### src/rtl/ifetch_pkg.sv
// Shared types and constants for the instruction fetch unit.
// IFETCH_MISALIGN_TRAP_EN adds the HALT state used by the misalign trap.
package ifetch_pkg;

`ifdef IFETCH_MISALIGN_TRAP_EN
  typedef enum logic [1:0] {
    FETCH = 2'd0,
    HOLD  = 2'd1,
    HALT  = 2'd2
  } ifetch_state_e;
`else
  typedef enum logic [1:0] {
    FETCH = 2'd0,
    HOLD  = 2'd1
  } ifetch_state_e;
`endif

  localparam logic [1:0] JUMP_NONE = 2'b00;
  localparam logic [1:0] JUMP_J    = 2'b01;
  localparam logic [1:0] JUMP_JR   = 2'b10;

  localparam int OP_W      = 6;
  localparam int OP_LSB    = 26;
  localparam int OP_MSB    = OP_LSB + OP_W - 1;
  localparam int FUNCT_W   = 6;
  localparam int FUNCT_LSB = 0;
  localparam int FUNCT_MSB = FUNCT_LSB + FUNCT_W - 1;
  localparam int IMM_W     = 16;
  localparam int JIDX_W    = 26;

endpackage

### src/rtl/next_pc.sv
// Combinational next-PC select: jr > j/jal > taken branch > pc+4.
// Also flags a next PC whose low two bits are non-zero.
module next_pc
  import ifetch_pkg::*;
#(
  parameter int n = 32
) (
  input  logic [n-1:0] pc_plus4_i,
  input  logic [31:0]  instr_i,
  input  logic         pcsrc_i,
  input  logic [1:0]   jump_i,
  input  logic [n-1:0] jr_target_i,
  output logic [n-1:0] npc_o,
  output logic         misalign_o
);

  logic [n-1:0] br_off;
  logic [n-1:0] br_tgt;
  logic [n-1:0] j_tgt;
  logic         sel_jr;
  logic         sel_j;
  logic         sel_br;

  assign br_off = {{(n-IMM_W-2){instr_i[IMM_W-1]}},
                   instr_i[IMM_W-1:0], 2'b00};
  assign br_tgt = pc_plus4_i + br_off;
  assign j_tgt  = {pc_plus4_i[n-1:JIDX_W+2],
                   instr_i[JIDX_W-1:0], 2'b00};

  // Priority folded into one-hot selects
  assign sel_jr = (jump_i == JUMP_JR);
  assign sel_j  = (jump_i == JUMP_J);
  assign sel_br = pcsrc_i && !sel_jr && !sel_j;

  always_comb begin
    npc_o = pc_plus4_i;
    unique case (1'b1)
      sel_jr:  npc_o = jr_target_i;
      sel_j:   npc_o = j_tgt;
      sel_br:  npc_o = br_tgt;
      default: npc_o = pc_plus4_i;
    endcase
  end

  assign misalign_o = |npc_o[1:0];

endmodule

### src/rtl/instr_fetch.sv
// Instruction fetch: PC, imem req/ack, instruction register, next PC.
// IFETCH_MISALIGN_TRAP_EN traps misaligned next PCs into HALT.
module instr_fetch
  import ifetch_pkg::*;
#(
  parameter int           n        = 32,
  parameter logic [n-1:0] RESET_PC = '0
) (
  input  logic         clk,
  input  logic         rst_n,
  output logic         imem_req,
  output logic [n-1:0] imem_addr,
  input  logic [31:0]  imem_rdata,
  input  logic         imem_ack,
  input  logic         pcsrc,
  input  logic [1:0]   jump,
  input  logic [n-1:0] jr_target,
  input  logic         retire,
  output logic [31:0]  instr,
  output logic [5:0]   op,
  output logic [5:0]   funct,
  output logic         instr_valid,
  output logic [n-1:0] pc,
  output logic [n-1:0] pc_plus4,
  output logic         misalign
);

  ifetch_state_e state_q, state_d;
  logic [n-1:0]  pc_q, pc_d;
  logic [31:0]   instr_q, instr_d;
  logic          req_q, req_d;
  logic [n-1:0]  pc4;
  logic [n-1:0]  npc_raw;
  logic          npc_mis;
  logic [n-1:0]  npc;

  assign pc4 = pc_q + {{(n-3){1'b0}}, 3'd4};

  next_pc #(
    .n (n)
  ) u_next_pc (
    .pc_plus4_i  (pc4),
    .instr_i     (instr_q),
    .pcsrc_i     (pcsrc),
    .jump_i      (jump),
    .jr_target_i (jr_target),
    .npc_o       (npc_raw),
    .misalign_o  (npc_mis)
  );

`ifdef IFETCH_MISALIGN_TRAP_EN
  logic mis_q, mis_d;

  assign npc      = npc_raw;
  assign misalign = mis_q;
`else
  // No trap: a misaligned target is silently word-aligned
  assign npc      = npc_mis ? {npc_raw[n-1:2], 2'b00} : npc_raw;
  assign misalign = 1'b0;
`endif

  always_comb begin
    state_d = state_q;
    pc_d    = pc_q;
    instr_d = instr_q;
    req_d   = req_q;
`ifdef IFETCH_MISALIGN_TRAP_EN
    mis_d   = mis_q;
`endif
    unique case (state_q)
      FETCH: begin
        req_d = 1'b1;
        if (req_q && imem_ack) begin
          instr_d = imem_rdata;
          req_d   = 1'b0;
          state_d = HOLD;
        end
      end
      HOLD: begin
        req_d = 1'b0;
        if (retire) begin
`ifdef IFETCH_MISALIGN_TRAP_EN
          if (npc_mis) begin
            mis_d   = 1'b1;
            state_d = HALT;
          end else begin
            pc_d    = npc;
            req_d   = 1'b1;
            state_d = FETCH;
          end
`else
          pc_d    = npc;
          req_d   = 1'b1;
          state_d = FETCH;
`endif
        end
      end
`ifdef IFETCH_MISALIGN_TRAP_EN
      HALT: begin
        req_d = 1'b0;
      end
`endif
      default: begin
        req_d   = 1'b0;
        state_d = FETCH;
      end
    endcase
  end

  always_ff @(posedge clk or negedge rst_n) begin
    if (!rst_n) begin
      state_q <= FETCH;
      pc_q    <= RESET_PC;
      instr_q <= '0;
      req_q   <= 1'b0;
`ifdef IFETCH_MISALIGN_TRAP_EN
      mis_q   <= 1'b0;
`endif
    end else begin
      state_q <= state_d;
      pc_q    <= pc_d;
      instr_q <= instr_d;
      req_q   <= req_d;
`ifdef IFETCH_MISALIGN_TRAP_EN
      mis_q   <= mis_d;
`endif
    end
  end

  assign imem_req    = req_q;
  assign imem_addr   = pc_q;
  assign instr       = instr_q;
  assign op          = instr_q[OP_MSB:OP_LSB];
  assign funct       = instr_q[FUNCT_MSB:FUNCT_LSB];
  assign instr_valid = (state_q == HOLD);
  assign pc          = pc_q;
  assign pc_plus4    = pc4;

endmodule

### config.mk
export PLATFORM = sky130hd
export DESIGN_NAME = instr_fetch
export DESIGN_NICKNAME = d
export VERILOG_FILES = /design/src/rtl/ifetch_pkg.sv /design/src/rtl/next_pc.sv /design/src/rtl/instr_fetch.sv
export SDC_FILE = /design/constraint.sdc
export NUM_CORES = 1
export LEC_CHECK = 0
export CORE_AREA = 2 2 135 137
export CTS_CLUSTER_DIAMETER = 120
export CTS_CLUSTER_SIZE = 28
export DETAILED_ROUTE_END_ITERATION = 6
export DIE_AREA = 0 0 137 139
export PLACE_DENSITY_LB_ADDON = 0.2
export REMOVE_ABC_BUFFERS = 1
export SYNTH_ARGS = -nofsm -noshare
export SYNTH_HDL_FRONTEND = slang
export SYNTH_SLANG_ARGS = --single-unit
### constraint.sdc
create_clock -name clk -period 4.36 [get_ports clk]
set_input_delay 0.436 -clock clk [delete_from_list [all_inputs] [get_ports clk]]
set_output_delay 0.436 -clock clk [all_outputs]
set_load 0.05 [all_outputs]
=== Word-level counts from Yosys, hierarchy flattened ===
Index checks and enable logic that the tools add are counted.

* Add/subtract/negate cells: 2
* Equal/unequal tests: 5
* Multiplexer cells: 8
* Reductions and logical operators: 10

{| class="wikitable"
|+ Operators by type and width
! operator !! number
|-
| $pmux W32 S3 || 1
|-
| $add A32 B3 Y32 const B || 1
|-
| $add A32 B32 Y32 || 1
|-
| $mux W2 || 3
|-
| $reduce_and A2 Y1 || 3
|-
| $eq A2 B1 Y1 const B || 2
|-
| $ne A2 B2 Y1 const B || 2
|-
| $pmux W2 S2 || 1
|-
| $logic_and A1 B1 Y1 || 3
|-
| $eq A2 B2 Y1 const B || 1
|-
| $logic_not A1 Y1 || 2
|-
| $logic_not A2 Y1 || 1
|-
| $mux W1 || 2
|-
| $pmux W1 S2 || 1
|-
| $reduce_or A2 Y1 || 1
|}

* Flip-flop bits (word level): 67
* Output and inout bits: 143
* Logic and storage cells: 29

=== Logic depth before layout (Yosys ltp) ===
* Depth after elaboration: 7
* Mapped depth: 16
* Gate-level depth less buffers: 16

=== Hierarchy ===
Synthesis repeated with hierarchy kept, for this count alone.

* Cell total of the unflattened synthesis: 686
* Area total of the unflattened synthesis: 5984.5 um2

{| class="wikitable"
|+ By module, submodules not included
! module !! times used !! cells each !! area each (um2) !! sequential area each (um2)
|-
| instr_fetch || 1 || 273 || 3369.5 || 1651.6
|-
| next_pc || 1 || 413 || 2615.0 || 0.0
|}

=== Worst setup path after synthesis ===
No wires, ideal clock.

* Path type: register to register
* Start point: register pc_q[4] (netlist: imem_addr[4])
* End point: register pc_q[25] (netlist: imem_addr[25])
* Data arrival time: 4.555 ns
* Data required time: 4.232 ns
* Setup slack: -0.322 ns
* Stages on the path, launching flop included: 16
* Buffers on the path: 0
* Clock period less this slack: 4.682 ns
* Cell sequence: dfrtp_1 -> nand3_2 -> or2_2 -> nor3_1 -> nand3_1 -> xnor2_1 -> ha_1 -> and4_1 -> a21oi_1 -> a21o_1 -> o211a_4 -> nor2_1 -> or3_1 -> a21oi_1 -> xor2_1 -> o22ai_1

* Longest elaborated chain between the ends: 3

{| class="wikitable"
|+ Ends and longest elaborated chain
! item !! RTL line !! RTL
|-
| start: declaration || instr_fetch.sv:29 || <nowiki>logic [n-1:0] pc_q, pc_d;</nowiki>
|-
| start signal: assignment || instr_fetch.sv:121 || <nowiki>pc_q <= pc_d;</nowiki>
|-
| $add A32 B3 Y32 || instr_fetch.sv:37 || <nowiki>assign pc4 = pc_q + {{(n-3){1'b0}}, 3'd4};</nowiki>
|-
| named net pc_plus4[13] || instr_fetch.sv:24 || <nowiki>output logic [n-1:0] pc_plus4,</nowiki>
|-
| $add A32 B32 Y32 || next_pc.sv:26 || <nowiki>assign br_tgt = pc_plus4_i + br_off;</nowiki>
|-
| $pmux W32 S3 || next_pc.sv:37 || <nowiki>unique case (1'b1)</nowiki>
|}

The timed path passes the listed nets, and every way through them passes these cells.
A chain may end at the register's enable or synchronous reset.

=== Final worst setup path ===
* Start point: register pc_q[2] (netlist: imem_addr[2])
* End point: output port pc_plus4[30]

* Longest elaborated chain between the ends: 1

{| class="wikitable"
|+ Ends and longest elaborated chain
! item !! RTL line
|-
| $add A32 B3 Y32 || instr_fetch.sv:37
|-
| end: declaration || instr_fetch.sv:24
|}

No other way between the ends.

==> results.yml <==
status:
  status: "completed"
logic_synthesis:
  synth_xor_area_share_pct: 7.79
  synth-async-reset-ratio_pct: 100
  synthAdderAreaFrac_pct: 7.38
  ys_seq_area_share_pct: 27.4
  synthesis.area_um2: 6040
  yosysWarnings: 0
  synth_compound_area_share_pct: 23.5
  postSynthAreaPerCell_um2: 8.40
  synthMuxAreaShare_pct: 6.65
  synthFlopType: "dfrtp_1"
  yosys_register_bits: 66
  netlist_instances: 719
  synth_edf_count: 0
  synth.distinct_cells: 75
  synth-simple-area-share_pct: 18.0
  synth_top_family_by_area: "compound AO/OA/AOI/OAI gates"
detailed_routing:
  drt.antenna.violating_nets: 0
  route.detailed.drc: 0
  routedWlPerCell_um: 18.4
  first_iter_violations: 496
  vias: 5955
  vias_per_cell: 5.37
  wirelength_mm: 20.4
  drtPass1Iterations: 6
critical_path:
  cpPeakStageDelay_ns: 0.88
  reg2reg_depth: 16
  path_class: "reg2out"
  crit_family: "buffers and inverters"
  critical_path.startpoint_type: "register"
  critical_path_buf_inv_count: 2
  r2r-end: "imem_addr[25]"
  worstPathCellList: "ha_1, and4_2, nand3_4, nor4_4, buf_4, nand3_1, xnor2_1, clkdlybuf4s50_1"
  r2r_slack_ns: 0.52
  critPathCaptureType: "primary output"
  r2r-start: "imem_addr[4]"
  crit_fanout: 7
  arrival_ns: 3.43
  worst_ep_required_time_ns: 3.92
  cpMaxStageDelayCell: "clkdlybuf4s50_1"
cts:
  clk_pin_slew_ns: 0.06
  cts_root_buf: "clkbuf_16"
  cts_sinks: 66
  htree_levels: 3
  clk_path_buf_depth: 2
  hold_buffers: 0
  cts_setup_buffers: 0
  cts.repair.resized: 0
  cts_buffers: 9
  cts_tree: "built"
  clock_insertion_delay_worst_skew_ns: 0.35
global_route:
  antenna_found_initial: 0
  grt_pass1_vias: 5778
  gr-usage-met2_pct: 33.9
  grt_pass1_wl_mm: 32.0
  met3_usage_pct: 4.71
  grt_max_degree: 67
  grt_usage_pct: 21.6
  grt_overflow: 0
  grt.busiest_layer: "met2"
  grtUsageMet1_pct: 29.9
placed_design:
  io_buffers: 210
  place_congestion: 0.898
  dp_hpwl_mm: 15.4
sta:
  fmax_ghz: 0.259
  rsz0062_at_grt: "false"
  worstMarginPinSlew_ns: 0.941
  fin_crit_ns: 3.86
  hold_viol: 0
  slew_violations: 0
  period_share_pct: 88.6
  setup_viol: 0
  relSlewSlack_pct: 37.2
  skew_ns: 0.00680
  setup_tns_ns: 0
floorplanning:
  start_util_pct: 34.2
  dieArea_um2: 19000
  die_h_um: 139
  ios: 214
  die_w_um: 137
  rows: 49
  core-area_um2: 17700
finish:
  n_antenna_cell: 0
  drive_above_1_share_pct: 10.3
  mostFrequentLayoutCells: "209 x clkdlybuf4s50_1, 73 x nand2_1, 66 x dfrtp_1, 55 x o21ai_0, 49 x a21oi_1"
  layout_commonest_cell: "clkdlybuf4s50_1"
  nNetsFinal: 981
  num-fill-cells: 1768
  area_delta_synth_final_pct: 38.3
hold_path:
  hold_class: "in2async"
job:
  drv_cap: 0
cell type report:
| class | instances | area (um2) | share of cell area, % |
|---|---|---|---|
| clock inverters | 4 | 51.3 | 0.614 |
| flip-flops and latches | 66 | 1650 | 19.8 |
| clock buffers | 12 | 246 | 2.95 |
| well taps | 229 | 287 | 3.43 |
| multi-input cells | 554 | 3830 | 45.9 |
| inverters | 19 | 71.3 | 0.854 |
| repair buffers | 225 | 2210 | 26.5 |
metrics by stage:
stage	cell area (um2)	hold slack, ns	worst slack (ns)	std cells	utilization, %
floorplan	5550	0.140	-0.659	639	-
global placement	8050	0.513	0.587	1093	45.6
detailed placement	8050	0.521	0.556	1093	45.6
CTS	8350	0.261	0.498	1109	47.3
global route	8350	0.305	0.193	1109	47.3
finish	8350	0.197	0.498	1109	47.3
worst max path at each step:
stage,end,depth (start not counted),from,slack (ns)
after floorplan,imem_addr[25],15,imem_addr[4],-0.66
after global placement,imem_addr[25],16,imem_addr[4],0.59
after detailed placement,imem_addr[25],16,imem_addr[4],0.56
after CTS,pc_plus4[30],8,imem_addr[2],0.50
after global routing,imem_addr[25],16,imem_addr[4],0.19
final,pc_plus4[30],8,imem_addr[2],0.50
synth_stat cells (10+ instances only):
library cell	n	area (um2)
nand2_1	73	274
nand3_1	27	135
nor2_1	40	150
xnor2_1	30	263
a21o_1	14	105
a31oi_1	12	75.1
a21oi_1	49	245
buf_4	49	368
xor2_1	20	175
dfrtp_1	66	1650
o22ai_1	10	62.6
clkbuf_1	26	97.6
mux2_2	33	372
inv_1	17	63.8
ha_1	34	425
o211ai_1	11	82.6
o21ai_0	55	275
flip-flops by register name, summed over array words and instances (netlist names):
signal and cells:
imem_req 1, state_q 1, imem_addr 32, instr 32
kinds of logic after synthesis:
family | count (synthesis)
other | 1
buffers and inverters | 99
AND/OR/NAND/NOR | 210
flip-flops | 66
multiplexers | 36
AO/OA/AOI/OAI | 220
XOR/XNOR | 52
adder cells (fa/ha/maj) | 35
metal layers:
metal  share of wire (%)  up-vias
met4                 1.5        0
met2                  45      198
met1                  45     2835
li1                    -     2899
met3                 7.7       23
met5                   0        -
Power is left out: the tool's default activity adds up to more than one toggle a clock period on the data nets, which glitch-free logic cannot reach.
==> variant: new RTL, same settings <==
Set the package constant `IMM_W` to 14 (it was 16).
--- a/src/rtl/ifetch_pkg.sv
+++ b/src/rtl/ifetch_pkg.sv
@@ -25,7 +25,7 @@
   localparam int FUNCT_W   = 6;
   localparam int FUNCT_LSB = 0;
   localparam int FUNCT_MSB = FUNCT_LSB + FUNCT_W - 1;
-  localparam int IMM_W     = 16;
+  localparam int IMM_W     = 14;
   localparam int JIDX_W    = 26;
 
 endpackage
Formal check against the unedited RTL: not equivalent (Yosys sat finds a counterexample within 4 cycles, from zero or initial values and one cycle with rst_n low).
==> variant against the unedited design <==
- fmax fell by 3.1%
- register-to-register slack got worse by 0.14 ns
- worst setup slack lost 0.12 ns
- design area down 1.3%
- hold slack better by 0.046 ns
- sequential cell count is the same
- wire length fell by 1.6%
- largest cell class unchanged
- global-route usage is 0.50 points lower
- clock skew about the same
- area after synthesis fell by 2.0%
- synthesized cell count down 2.6%
- critical endpoint is now imem_addr[29]
- via count is 1.9% lower
Power is left out: the tool's default activity adds up to more than one toggle a clock period on the data nets, which glitch-free logic cannot reach.
==> variant: results (changes against the unedited design) <==
| Metric | Value |
|---|---|
| Result of the run | `complete, no violations (unchanged)` |
| Yosys synthesis warning count | `0 (unchanged)` |
| Initial antenna violation count | `0 (unchanged)` |
| WP data arrival | `4.20 ns (was 3.43 ns)` |
| DP HPWL | `14800 um (was 15400 um)` |
| DR pass1 iterations | `5 (was 6)` |
| Layout Skew | `0.00696 ns (was 0.00680 ns)` |
| Largest net degree at the start of global routing | `67 (unchanged)` |
| WS Path Type | `reg2reg (was reg2out)` |
| Distinct cells, synth | `71 (was 75)` |
| Worst slew margin | `36.1% (was 37.2%)` |
| Sequential-to-total area share from yosys stat | `27.9% (was 27.4%)` |
| Crit path from | `imem_addr[2] (unchanged)` |
| Total Routed Length | `20000 um (was 20400 um)` |
| Synth Area in Compound Gates | `24.3% (was 23.5%)` |
| Post-synthesis mux area share | `7.32% (was 6.65%)` |
| Worst path top cell family by delay | `compound AO/OA/AOI/OAI gates (was buffers and inverters)` |
| CP max FO | `7 (unchanged)` |
| Asr flop ratio synth | `100% (unchanged)` |
| Root Driver | `clkbuf_16 (unchanged)` |
| Clock tree buffer depth | `2 (unchanged)` |
| Hold/Removal Path Class | `in2async (unchanged)` |
| Diode count | `0 (unchanged)` |
| Num CTS Buffers | `9 (unchanged)` |
| Synth Flop Type | `dfrtp_1 (unchanged)` |
| IO Port Bufs | `210 (unchanged)` |
| Synth Instances | `700 (was 719)` |
| Placed cell count | `1075 (was 1093)` |
| Layout cells sized above 1 | `9.63% (was 10.3%)` |
| Synth top cells by count | `dfrtp_1 (66), nand2_1 (58), a21oi_1 (53) (was nand2_1 (73), dfrtp_1 (66), o21ai_0 (55))` |
| Vias in the first global route | `5548 (was 5778)` |
| Final #Nets | `964 (was 981)` |
| Via-to-Cell Ratio | `5.35 (was 5.37)` |
| Worst-Skew Late Latency | `0.34 ns` |
| WL per Instance | `18.4 um (about the same)` |
| Final GP Congestion | `0.854 (was 0.898)` |
| Htree depth | `3 (unchanged)` |
| Xor/xnor share of the synthesized area | `7.85% (was 7.79%)` |
| First-pass GRT wire length | `31200 um (was 32000 um)` |
| Fillers | `1789 (was 1768)` |
| Gr usage total | `21.1% (was 21.6%)` |
| Adder-Cell Fraction of Synth Area | `7.53% (was 7.38%)` |
| CP peak stage delay | `0.46 ns (was 0.88 ns)` |
| Placed cell area | `0.00795 mm2 (was 0.00805 mm2)` |
| Synth top area cells | `dfrtp_1 (28%), ha_1 (7.2%), mux2_2 (6.5%), buf_4 (6.0%), xnor2_1 (4.9%) (was dfrtp_1 (27%), ha_1 (7.0%), mux2_2 (6.2%), buf_4 (6.1%), o21ai_0 (4.6%))` |
| Pre-CTS setup slack | `0.340 ns (was 0.556 ns)` |
| DRT iter0 DRCs | `474 (was 496)` |
| Crit-path slowest cell | `dfrtp_1 (was clkdlybuf4s50_1)` |
| Clk slew on worst S/H paths | `0.06 ns (about the same)` |
-- variant: path summary, 6_finish.rpt --
check                      slack, ns  cells after the start            end
max in group asynchronous       3.51                      1  imem_addr[24]
hold / removal                  0.24                      1       instr[1]
min in group clk                0.53                      1      instr[27]
setup reg to reg                0.38                     17  imem_addr[29]
setup / recovery                0.38                     17  imem_addr[29]
hold reg to reg                 0.53                      1      instr[27]
-- variant: metal layers --
metal,up-vias,global-route usage (%),routed length [um]
met5,-,0,0
met4,0,5.97,301
met3,19,3.80,1510
met2,231,33.4,9160
met1,2766,29.4,9060
li1,2825,-,-
-- variant: area by class of cell --
type	instances	area, um2	area share, %
well taps	229	287	3.48
repair buffers	227	2220	26.9
clock inverters	3	40.0	0.486
clock buffers	12	246	2.99
multi-input cells	530	3710	45.0
inverters	24	90.1	1.09
flip-flops and latches	66	1650	20.0
-- variant: what timing repair did --
item	4_1_cts	5_1_grt
setup buffers	0	1
resized for setup	0	0
setup endpoints to repair	0	2
